## config.mk

```make
export PLATFORM = sky130hd
export DESIGN_NAME = minmax_datapath
export DESIGN_NICKNAME = d
export VERILOG_FILES = /design/src/rtl/minmax_datapath.sv
export SDC_FILE = /design/constraint.sdc
export NUM_CORES = 1
export LEC_CHECK = 0
export CORE_MARGIN = 2
export CORE_UTILIZATION = 30
export CTS_BUF_LIST = sky130_fd_sc_hd__clkbuf_2 sky130_fd_sc_hd__clkbuf_4 sky130_fd_sc_hd__clkbuf_8
export CTS_CLUSTER_SIZE = 20
export DETAILED_ROUTE_END_ITERATION = 7
export SETUP_SLACK_MARGIN = 0.02
export SLEW_MARGIN = 15
export SYNTH_ARGS = -nofsm -noshare
export SYNTH_HDL_FRONTEND = slang
export SYNTH_SLANG_ARGS = --single-unit
```

## constraint.sdc

```tcl
create_clock -name clk -period 3.3 [get_ports clk]
set_input_delay 0.66 -clock clk [delete_from_list [all_inputs] [get_ports clk]]
set_output_delay 0.66 -clock clk [all_outputs]
set_load 0.02 [all_outputs]
```

## src/rtl/minmax_datapath.sv

```systemverilog
// Min/max tracking datapath: two-stage sample pipe, running min/max registers,
// forwarded comparator flags for the controller, saturating sample counter and range.
module minmax_datapath #(
  parameter int unsigned WIDTH     = 8,
  parameter int unsigned CNT_WIDTH = 16
) (
  input  logic                 clk,
  input  logic                 rst,
  input  logic [WIDTH-1:0]     data_in,
  input  logic                 reg_clr,
  input  logic                 reg_ld,
  input  logic                 max_clr,
  input  logic                 max_ld,
  input  logic                 min_clr,
  input  logic                 min_ld,
  output logic                 A_lt_B,
  output logic                 C_gt_D,
  output logic [WIDTH-1:0]     min_out,
  output logic [WIDTH-1:0]     max_out,
  output logic [WIDTH-1:0]     range_out,
  output logic [CNT_WIDTH-1:0] sample_cnt,
  output logic                 stats_valid
);

  logic [WIDTH-1:0]     r_in;
  logic [WIDTH-1:0]     r_cand;
  logic                 r_in_vld;
  logic                 r_cand_vld;
  logic [WIDTH-1:0]     r_min;
  logic [WIDTH-1:0]     r_max;
  logic [CNT_WIDTH-1:0] r_cnt;
  logic                 r_stats_vld;

  logic                 w_min_commit;
  logic                 w_max_commit;
  logic [WIDTH-1:0]     w_eff_min;
  logic [WIDTH-1:0]     w_eff_max;

  always_ff @(posedge clk or negedge rst) begin
    if (!rst) begin
      r_in       <= '0;
      r_cand     <= '0;
      r_in_vld   <= 1'b0;
      r_cand_vld <= 1'b0;
      r_cnt      <= '0;
    end else if (reg_clr) begin
      r_in       <= '0;
      r_cand     <= '0;
      r_in_vld   <= 1'b0;
      r_cand_vld <= 1'b0;
      r_cnt      <= '0;
    end else if (reg_ld) begin
      r_in       <= data_in;
      r_in_vld   <= 1'b1;
      r_cand     <= r_in;
      r_cand_vld <= r_in_vld;
      if (r_cnt != '1)
        r_cnt <= r_cnt + 1'b1;
    end
  end

  assign w_min_commit = min_ld & r_cand_vld;
  assign w_max_commit = max_ld & r_cand_vld;

  always_ff @(posedge clk or negedge rst) begin
    if (!rst) begin
      r_min       <= '1;
      r_max       <= '0;
      r_stats_vld <= 1'b0;
    end else begin
      if (min_clr)
        r_min <= '1;
      else if (w_min_commit)
        r_min <= r_cand;
      if (max_clr)
        r_max <= '0;
      else if (w_max_commit)
        r_max <= r_cand;
      // Any clear invalidates the stats, even when the other side loads.
      if (min_clr | max_clr)
        r_stats_vld <= 1'b0;
      else if (w_min_commit | w_max_commit)
        r_stats_vld <= 1'b1;
    end
  end

  // Compare against the value the registers take at the next edge, so a
  // back-to-back commit and compare see consistent bounds.
  always_comb begin
    w_eff_min = r_min;
    w_eff_max = r_max;
    if (min_clr)
      w_eff_min = '1;
    else if (w_min_commit)
      w_eff_min = r_cand;
    if (max_clr)
      w_eff_max = '0;
    else if (w_max_commit)
      w_eff_max = r_cand;
  end

  assign A_lt_B      = r_in_vld & (r_in < w_eff_min);
  assign C_gt_D      = r_in_vld & (r_in > w_eff_max);
  assign min_out     = r_min;
  assign max_out     = r_max;
  assign range_out   = (r_stats_vld && (r_max >= r_min)) ? (r_max - r_min) : '0;
  assign sample_cnt  = r_cnt;
  assign stats_valid = r_stats_vld;

endmodule

```

[Yosys cells after proc, flatten, opt, wreduce, memory -nomap -nowiden]
Cells that the tools add are included.
Storage, ports and cells
  register bits after elaboration: 51
  latch bits: 0
  RAM bits: 0
  ROM bits: 0
  output and inout port bits: 43
  logic and storage cells: 43
  memories kept: 0
Cells by class
  add/sub/neg operators: 2
  $mul: 0
  divide/modulo/power cells: 0
  order comparisons: 3
  equality and inequality tests: 1
  shifts and indexed selects: 0
  mux-type cells: 18
  bitwise operators: 6
  reduce and logical (&&, ||, !) cells: 5
Operators by type and width (number)
  two-way mux 8 bit: 9
  two-way mux 16 bit: 3
  adder 16 x 1 -> 16 bit, second input constant: 1
  != test 16 bit, second input constant: 1
  >= comparator 8 bit: 1
  > comparator 8 bit: 1
  < comparator 8 bit: 1
  subtractor 8 bit: 1
  two-way mux 1 bit: 6
  nonzero test 2 bit: 3
  bitwise AND 1 bit: 4
  OR 1 bit: 2
  AND reduction 2 bit: 1
  logical AND 1 bit: 1

[Longest topological paths before layout]
Gate-level depths: netlist (run 1).
  depth in word-level cells: 5
  mapped depth: 9
  mapped depth without buffers: 9

[Worst setup path after synthesis (run 1)]
No wires, ideal clock.
  path type: input port to output port
  from: input max_ld
  to: output C_gt_D
  arrival: 2339 ps
  slack: 301 ps
  stages: 9
  cell sequence: nand2_1 mux2i_1 or2_2 ha_1 nor2b_1 o21a_1 o21a_1 o21bai_1 a21oi_1
On the way
  word-level cells in the longest chain between the ends: 5
RTL lines
  start: declaration: line 13  | input logic max_ld,
  bitwise AND 1 bit: line 63  | assign w_max_commit = max_ld & r_cand_vld;
  two-way mux 8 bit (2 in a row)
  > comparator 8 bit: line 103  | assign C_gt_D = r_in_vld & (r_in > w_eff_max);
  bitwise AND 1 bit: line 103
  end: declaration: line 17  | output logic C_gt_D,
Every way passes these cells.

[Final worst setup path (run 1)]
  from: register r_min[0] (netlist: min_out[0])
  to: output range_out[2]
On the way
  word-level cells in the longest chain between the ends: 3
  elaborated cells between the ends (all ways): 4
RTL lines
  start: declaration: line 29  | logic [WIDTH-1:0] r_min;
  start signal: assignment: line 74  | r_min <= r_cand;
  >= comparator 8 bit: line 106  | assign range_out = (r_stats_vld && (r_max >= r_min)) ? (r_max - r_min) : '0;
  logical AND 1 bit: line 106
  two-way mux 8 bit *: line 106
  end: declaration: line 20  | output logic [WIDTH-1:0] range_out,
Mark *: on every way between the ends. The rest lies on a longest branch, timed or not.

==> metrics.txt, run 1 <==
root buf cell clkbuf_8; dpl hpwl 6141 um; Ys Warns 0; Post-synth ARST share 100.0%; placed inst area 0.004069 sq mm; CTS Hold Buffers Added 0; DRT Pass-1 Iters 5; Post-synth EDFFs 0; Layout Cells excl Fill 557; CTS tree yes; num rows 37; design area 0.004297 sq mm; max cap viols 0; Netlist Area Pre-Place 0.003143 sq mm; WP data required 2.64 ns; Power per Cell Area 288.2 mW/mm^2; worst slew pin tran 0.7877 ns; CTS clk-pin slew, worst paths 0.09 ns; family with the most delay on the worst path compound AO/OA/AOI/OAI gates; Final ANT Viol Nets 0; ys flop type dfrtp_1; Setup-failing EPs final 0; status finished clean; initial antenna violation count 0; # fillers 1,007; #FFs+latches synth 51; Syn Area/Cell 9.524 sq um; Longest Clk Path Bufs 2; wire per inst 14.57 um; first-pass GRT wire length 13,740 um; layout cells sized above 1 25.42%; post-route DRC violation count 0; Layout area overhead 36.70%; Worst Path Max Fanout 4; vertical die dimension 106.4 um; leakage power 0.002152 uW; Peak VDD IR 0.0001592 V; CP endpoint kind output port; count of cell types in the netlist 47; H-tree depth 2; Crit path arrival time 2.57 ns; core footprint 0.01023 sq mm; Syn Inst Count 330; n_diodes 0; Routed WL 8114 um; Max Slew Vio Count 0; overall routing resource usage 15.19%; CTS Buf Count 5; crit path max-delay cell type dfstp_2; critical path buffer and inverter count 3; crit path launch type flip-flop; drt via density 4.810; syn nets 371; placed cells 542; GR Overflow Total 0; number of global-route vias before repair 2,776; vias 2,679; Die Wd 106.4 um; critical path type reg2out; Hold Crit Class in2async; minimum clock period 3.228 ns; post-route setup TNS 0 ns; # IOs 59; final hold viol count 0; # nets final 461; GPL Wtd Cong 0.8483; Max Fclk 309.8 MHz; Port Buffers 58; Final Skew 0.01031 ns; sequential-to-total area share from yosys stat 40.92%; crit-path max cell delay 0.56 ns; initial core utilization 30.72%; Clock Sinks 51; Initial DRC Count 94; cells along the critical path ha_4, inv_2, fa_2, a21oi_2, o22ai_2, o31ai_2, o22a_2, buf_4, nor2_1, buf_2; RSZ-0062 raised after global routing yes; Die Area 0.01131 sq mm; largest net degree at the start of global routing 36; Slew HR 47.48%; final period utilization 97.81%; later-pin clock latency in the skew report 0.31 ns
## synthesized netlist by cell type (2+ instances only)
| cell | instances | area [sq um] |
|---|---|---|
| a21oi_1 | 14 | 70.07 |
| o21bai_1 | 3 | 22.52 |
| xnor2_1 | 5 | 43.79 |
| clkbuf_1 | 6 | 22.52 |
| dfstp_2 | 8 | 210.2 |
| o21ai_0 | 7 | 35.03 |
| a31oi_1 | 4 | 25.02 |
| a211o_2 | 2 | 20.02 |
| nand2_1 | 14 | 52.55 |
| nor3_1 | 3 | 15.01 |
| dfrtp_1 | 43 | 1076 |
| or2_2 | 7 | 43.79 |
| ha_1 | 24 | 300.3 |
| mux2i_1 | 25 | 250.2 |
| o21a_1 | 4 | 30.03 |
| a211oi_1 | 8 | 60.06 |
| o211ai_1 | 3 | 22.52 |
| nand3_1 | 5 | 25.02 |
| xor2_1 | 9 | 78.83 |
| a21o_1 | 3 | 22.52 |
| nor2_1 | 45 | 168.9 |
| nor2b_1 | 2 | 12.51 |
| inv_1 | 33 | 123.9 |
| and3_1 | 8 | 50.05 |
| nand4_1 | 10 | 62.56 |
| and3_2 | 9 | 67.56 |
| buf_2 | 4 | 20.02 |
| o22ai_1 | 3 | 18.77 |
## routing by layer
metal	wire [um]	up-vias	GRT usage, %
met5	0	-	0
li1	-	1328	-
met2	3676	73	24.36
met3	401	11	3.004
met4	123	0	5.075
met1	3912	1267	20.47
## sequential cells by signal, summed over array words and instances (netlist names)
signal,count
r_in_vld,1
min_out,8
sample_cnt,16
max_out,8
r_cand,8
r_in,8
r_cand_vld,1
stats_valid,1
## layout make-up
| type | instances | area, sq um | area share [%] |
|---|---|---|---|
| Clock buffer | 7 | 90.09 | 2.097 |
| Clock inverter | 1 | 8.758 | 0.2038 |
| Timing Repair Buffer | 94 | 844.6 | 19.66 |
| Multi-Input combinational cell | 235 | 1773 | 41.26 |
| Sequential cell | 51 | 1286 | 29.94 |
| Tap cell | 136 | 170.2 | 3.960 |
| Inverter | 33 | 123.9 | 2.883 |
## power breakdown
part	total, uW	switching (uW)	internal, uW
Clock	387	206	180
Combinational	187	98.1	89.4
Sequential	664	19.9	644
## repair_timing
item / in CTS / in global routing
pin swaps: 4 / 9
setup endpoints to repair: 10 / 10
setup buffers: 5 / 2
resized for setup: 43 / 40
## through the flow
step / setup slack (ns) / hold slack, ns / utilization (%) / power, uW
floorplan: 0.3015 / 0.3644 / - / 762.9
global placement: -0.7910 / 0.5385 / 39.77 / 854.5
detailed placement: -0.7924 / 0.5372 / 39.77 / 858.4
CTS: 0.009101 / 0.4398 / 41.47 / 1253
global route: -0.08999 / 0.4800 / 42.00 / 1307
finish: 0.07224 / 0.4234 / 42.00 / 1238
## kinds of logic (layout without fill, tap and decap cells)
logic type	count (synthesis)	in the layout	share of synthesized area [%]
AND/OR/NAND/NOR	110	110	18.23
AO/OA/AOI/OAI	61	61	13.26
adder cells (fa/ha/maj)	25	25	10.19
flip-flops	51	51	40.92
multiplexers	25	25	7.962
buffers and inverters	44	135	5.534
XOR/XNOR	14	14	3.901
## worst paths after layout
kind                                startpoint              to  slack [ns]  depth (start not counted)
worst max-delay path                min_out[0]    range_out[2]        0.07                         10
worst min-delay path                       rst  sample_cnt[12]        0.42                          1
worst max register to register   sample_cnt[1]   sample_cnt[1]        1.53                          6
worst min register to register  sample_cnt[10]  sample_cnt[10]        0.55                          1
max in group asynchronous                  rst      min_out[5]        2.17                          2
min in group clk                sample_cnt[10]  sample_cnt[10]        0.55                          1
## placed cells by master, fill, tap and decap left out, types with 4 or more instances in the layout
master            n
buf_4            34
xnor2_1           5
inv_1            32
clkbuf_8          6
dfstp_2           8
nand2_1          12
a31oi_1           4
nor2_1           43
o21ai_0           7
o21a_1            4
buf_2             4
ha_1             23
and3_2            9
nand3_1           5
or2_2             7
a211oi_1          5
a21oi_1          10
a21oi_2           5
buf_6             7
and3_1            8
dfrtp_1          43
xor2_1            9
mux2i_1          25
clkdlybuf4s50_1  43
nand4_1          10
(Power assumes the default switching activity.)
==> run 2, diff against run 1 <==
CORE_MARGIN = 1.5   (was 2)
clock period = 3.6 ns   (was 3.3 ns; I/O delays follow)
==> run 2 against run 1 <==
Compared with the run above:
- hold slack gained 0.078 ns
- clock power down 4%
- combinational power is 15% lower
- critical path depth unchanged
- die area down 1.9%
- routed wire length shrank 4.1%
- largest cell class unchanged
- largest power group unchanged
==> metrics.txt, run 2 (synthesis gave the netlist of run 1 again) <==
pre-CTS setup slack -0.5902 ns (+0.2022 ns); num rows 37 (unchanged); CTS tree yes; # fillers 1,024 (+1.7%); vias 2,671 (-0.30%); Die Area 0.01110 sq mm (-1.9%); Final Skew 0.009637 ns (-0.0006716 ns); # IOs 59 (unchanged); final period utilization 94.48%; Final ANT Viol Nets 0 (unchanged); status finished clean; leakage power 0.002094 uW (-2.7%); Max Fclk 294.0 MHz; later-pin clock latency in the skew report 0.31 ns (about the same); Port Buffers 58 (unchanged); core footprint 0.01023 sq mm (unchanged); commonest non-fill, non-tap cells in the layout 45 x nor2_1, 43 x clkdlybuf4s50_1, 43 x dfrtp_1, 33 x inv_1; crit-path max cell delay 0.56 ns (about the same); placed inst area 0.003989 sq mm (-2.0%); dpl hpwl 6034 um (-1.7%); Layout Cells excl Fill 545 (-2.2%); Longest Clk Path Bufs 2 (unchanged); first-pass GRT wire length 13,430 um (-2.2%); final hold viol count 0 (unchanged); DRT Pass-1 Iters 4 (-1); Worst Path Max Fanout 3 (-1); initial antenna violation count 0 (unchanged); largest net degree at the start of global routing 37 (+2.8%); GR Overflow Total 0 (unchanged); layout cells sized above 1 18.58% (-6.8 points); initial core utilization 30.72% (unchanged); wire per inst 14.28 um (-2.0%); H-tree depth 2 (unchanged); Slew HR 46.13% (-1.4 points); CTS clk-pin slew, worst paths 0.10 ns (about the same); Hold Crit Class in2async; CP endpoint kind output port; minimum clock period 3.401 ns; Power per Cell Area 275.0 mW/mm^2 (-4.6%); crit path max-delay cell type dfstp_2; Core Util, Final 40.52% (-1.5 points); design area 0.004145 sq mm (-3.5%); family with the most delay on the worst path compound AO/OA/AOI/OAI gates; Pwr Total 1140 uW (-8.0%); GPL Wtd Cong 0.8367 (-1.4%); n_diodes 0 (unchanged); placed cells 533 (-1.7%); Die Wd 105.4 um (-0.94%); CTS Buf Count 5 (unchanged); overall routing resource usage 14.88% (-0.32 points); Max Slew Vio Count 0 (unchanged); Crit path arrival time 2.68 ns (+0.11 ns); root buf cell clkbuf_8; vertical die dimension 105.4 um (-0.94%); critical path buffer and inverter count 3 (unchanged); Layout area overhead 31.89%; drt via density 4.901 (+1.9%); Peak VDD IR 0.0001459 V (-8.3%); Routed WL 7783 um (-4.1%); WP data required 2.88 ns (+0.24 ns); Final WS setup 0.1987 ns (+0.1264 ns); Clock Sinks 51 (unchanged); crit path launch type flip-flop; post-route DRC violation count 0 (unchanged); RSZ-0062 raised after global routing no; cells along the critical path ha_1, inv_1, fa_2, a21oi_2, o22ai_1, o31ai_2, o22a_2, buf_4, nor2_1, dlygate4sd2_1; worst slew pin tran 0.8081 ns (+0.02040 ns); Initial DRC Count 120 (+28%); critical path type reg2out; number of global-route vias before repair 2,755 (-0.76%); Setup-failing EPs final 0 (unchanged); # nets final 449 (-2.6%); commonest non-fill, non-tap cell in the layout nor2_1; max cap viols 0 (unchanged); max FFs per register 16 (unchanged)
[run 2: final timing paths]
kind	cells past startpoint	end	startpoint	slack, ns
max in group asynchronous	2	min_out[0]	rst	2.32
max	10	range_out[4]	min_out[0]	0.20
min	1	sample_cnt[14]	rst	0.50
min in group clk	2	r_in[0]	r_in[0]	0.57
max reg2reg	6	sample_cnt[1]	sample_cnt[0]	1.83
min reg2reg	2	r_in[0]	r_in[0]	0.57
[run 2: routing by layer]
| metal | vias to the layer above | GRT usage [%] | wire length [um] |
|---|---|---|---|
| li1 | 1308 | - | - |
| met1 | 1289 | 20.54 | 3721 |
| met2 | 66 | 24.04 | 3646 |
| met3 | 8 | 2.783 | 365 |
| met4 | 0 | 3.620 | 49 |
| met5 | - | 0 | 0 |
[run 2: cell type report]
type | count | area [sq um] | share of cell area [%]
multi-input cells | 235 | 1718 | 41.44
flip-flops and latches | 51 | 1286 | 31.03
well taps | 136 | 170.2 | 4.105
inverters | 33 | 123.9 | 2.988
clock buffers | 8 | 103.9 | 2.505
repair buffers | 82 | 743.2 | 17.93
[run 2: what timing repair did]
action,4_1_cts,5_1_grt
setup buffers,2,2
endpoints found under the setup margin,10,9
resized for setup,25,7
hold buffers,0,0
pin swaps,2,4
[run 2: through the flow]
step	setup TNS (ns)	hold slack (ns)
after CTS	0	0.5357
after global placement	-1.120	0.5417
after floorplan	0	0.4244
after global routing	0	0.5741
final	0	0.5018
after detailed placement	-1.168	0.5463
[run 2: power breakdown]
group	internal (uW)	switching [uW]	leakage [uW]
Clock	183	189	0.0000549
Sequential	591	17.9	0.000674
Combinational	73.9	85.3	0.00137
Total	848	292	0.00209
[run 2: worst register-to-register path, delay by kind of cell (launching register included)]
family / cells / cell delay [ns]
fa+ha+maj: 1 / 0.26
simple gates: 3 / 0.67
compound gates: 2 / 0.30
flops: 1 / 0.41
==> run 3, diff against run 2 <==
--- a/config.mk
+++ b/config.mk
@@ -6,4 +6,5 @@
 export NUM_CORES = 1
 export LEC_CHECK = 0
+export CAP_MARGIN = 25
 export CORE_MARGIN = 1.5
 export CORE_UTILIZATION = 30
==> constraint.sdc (replaced) <==
create_clock -name clk -period 3.6 [get_ports clk]
set_input_delay 0.72 -clock clk [delete_from_list [all_inputs] [get_ports clk]]
set_output_delay 0.72 -clock clk [all_outputs]
set_load 0.1 [all_outputs]
==> run 3 against run 2 <==
Compared with the run above:
- first-iteration DRC count shrank 33%
- clock skew rose by 0.00092 ns
- core utilization grew 1.2 points
- non-clock buffer count shrank 8
- largest cell class unchanged
- final cell count fell by 1.5%
==> metrics.txt, run 3 (synthesis gave the netlist of run 1 again) <==
status finished clean; Max Fclk 283.6 MHz (-3.5%); largest net degree at the start of global routing 38 (+2.7%); Slew HR 34.67% (-11 points); CTS tree yes; n_diodes 0 (unchanged); R2R depth 6 (unchanged); DRT Pass-1 Iters 4 (unchanged); # nets final 441 (-1.8%); Seq. cell area 0.001287 sq mm (about the same); Hold Crit Class in2async; max FFs per register 16 (unchanged); reg-to-reg endpoint sample_cnt[1]; Layout area overhead 35.83%; R2R Setup Slk 1.82 ns (about the same); Setup Buffers After CTS 0 (-2); drt via density 4.959 (+1.2%); Die Wd 105.4 um (unchanged); final period utilization 97.94% (+3.5 points); CP dominant cell by count o21a_1; Initial DRC Count 81 (-33%); commonest non-fill, non-tap cell in the layout dfrtp_1; Max Slew Vio Count 0 (unchanged); WP data required 2.88 ns (about the same); num rows 37 (unchanged); multi-input logic area 0.001798 sq mm (+4.7%); placed cells 529 (-0.75%); vertical die dimension 105.4 um (unchanged); CP endpoint kind output port; GPL Wtd Cong 0.8230 (-1.6%); initial core utilization 30.72% (unchanged); hold_ws 0.5045 ns (+0.002700 ns); commonest non-fill, non-tap cells in the layout 42 x dfrtp_1, 40 x nor2_1, 37 x clkdlybuf4s50_1, 33 x inv_1, 25 x mux2i_1; Die Area 0.01110 sq mm (unchanged); minimum clock period 3.526 ns (+0.1247 ns); Setup-failing EPs final 0 (unchanged); Peak VDD IR 0.0002553 V (+75%); max cap viols 0 (unchanged); Final ANT Viol Nets 0 (unchanged); Pwr Total 1227 uW (+7.6%); GR Overflow Total 0 (unchanged); crit-path max cell delay 0.53 ns (-0.03 ns); # fillers 994 (-2.9%); root buf cell clkbuf_8; post-route DRC violation count 0 (unchanged); leakage power 0.002068 uW (-1.3%); final hold viol count 0 (unchanged); # IOs 59 (unchanged); worst reg2reg path startpoint sample_cnt[0]; cells along the critical path clkdlybuf4s50_1, or2_2, ha_1, nor2b_1, o21a_1, o21a_1, o21bai_2, a21oi_4, buf_12; Power per Cell Area 287.3 mW/mm^2 (+4.5%); later-pin clock latency in the skew report 0.30 ns (about the same); Clock Sinks 51 (unchanged); Final Skew 0.01056 ns (+0.0009236 ns); core footprint 0.01023 sq mm (unchanged); critical path type in2out; H-tree depth 2 (unchanged); crit path launch type primary input; vias 2,663 (-0.30%); layout cells sized above 1 23.69% (+5.1 points); Port Buffers 58 (unchanged); overall routing resource usage 14.83% (-0.051 points); CTS Hold Buffers Added 0 (unchanged); Crit path arrival time 2.81 ns (+0.13 ns); CTS clk-pin slew, worst paths 0.10 ns (about the same); Worst Path Max Fanout 6 (+3); wire per inst 14.66 um (+2.6%); first-pass GRT wire length 13,450 um (+0.10%); Layout Cells excl Fill 537 (-1.5%); CTS Buf Count 5 (unchanged); dpl hpwl 6186 um (+2.5%); worst slew pin tran 0.9769 ns (+0.1688 ns); initial antenna violation count 0 (unchanged); RSZ-0062 raised after global routing no; Longest Clk Path Bufs 2 (unchanged); crit path max-delay cell type clkdlybuf4s50_1; Routed WL 7871 um (+1.1%); number of global-route vias before repair 2,796 (+1.5%)
[run 3: changes by cell type in the layout (fill, tap and decap cells not counted), moves of 2 or more]
cell,change
nor2_1,-5
clkbuf_8,-2
clkdlybuf4s15_1,-2
nor2_2,+5
dlymetal6s2s_1,-2
clkdlybuf4s50_1,-6
dlygate4sd2_1,-6
buf_4,-2
buf_12,+10
[run 3: critical path: cells and delay by family]
kind | cells | cell delay (ns)
AO/OA/AOI/OAI | 4 | 0.60
buffers and inverters | 2 | 0.70
AND/OR/NAND/NOR | 2 | 0.49
adder cells (fa/ha/maj) | 1 | 0.29
[run 3: area by class of cell]
class                      count  area share (%)
clock buffer                   5           1.612
tap                          136           3.986
inverter                      33           2.902
clock inverter                 3           1.026
sequential                    51           30.16
multi-input combinational    235           42.12
timing repair buffer          74           18.20
[run 3: worst max path at each step]
stage,from,end,slack [ns],depth (start not counted)
after floorplan,min_out[4],range_out[3],0.007,7
after detailed placement,min_ld,A_lt_B,-0.17,8
after CTS,min_out[0],range_out[2],0.02,9
after global routing,max_clr,C_gt_D,0.02,9
final,max_clr,C_gt_D,0.07,9
after global placement,min_ld,A_lt_B,-0.15,8
[run 3: metrics by stage]
step                cell area, sq um  TNS [ns]  utilization [%]  setup WS, ns
floorplan                       3211         0                -      0.006762
global placement                4106   -0.2508            40.14       -0.1509
detailed placement              4106   -0.3168            40.14       -0.1742
CTS                             4260         0            41.64       0.02054
global route                    4269         0            41.73       0.02333
finish                          4269         0            41.73       0.07399
[run 3: report_power, final]
group,leakage [uW],internal [uW],switching (uW)
Combinational,0.00134,79.5,137
Sequential,0.000673,591,20.3
Clock,0.0000581,207,193
[run 3: layer usage]
layer | part of all wire (%) | vias up | track usage, %
met5 | 0 | - | 0
met4 | 0.81 | 0 | 3.327
met3 | 5.7 | 7 | 3.401
met2 | 48 | 83 | 25.68
met1 | 45 | 1282 | 18.74
li1 | - | 1291 | -
[run 3: what timing repair did]
item,in CTS,in global routing
setup endpoints to repair,2,7
resized for setup,11,2
pin swaps,4,2
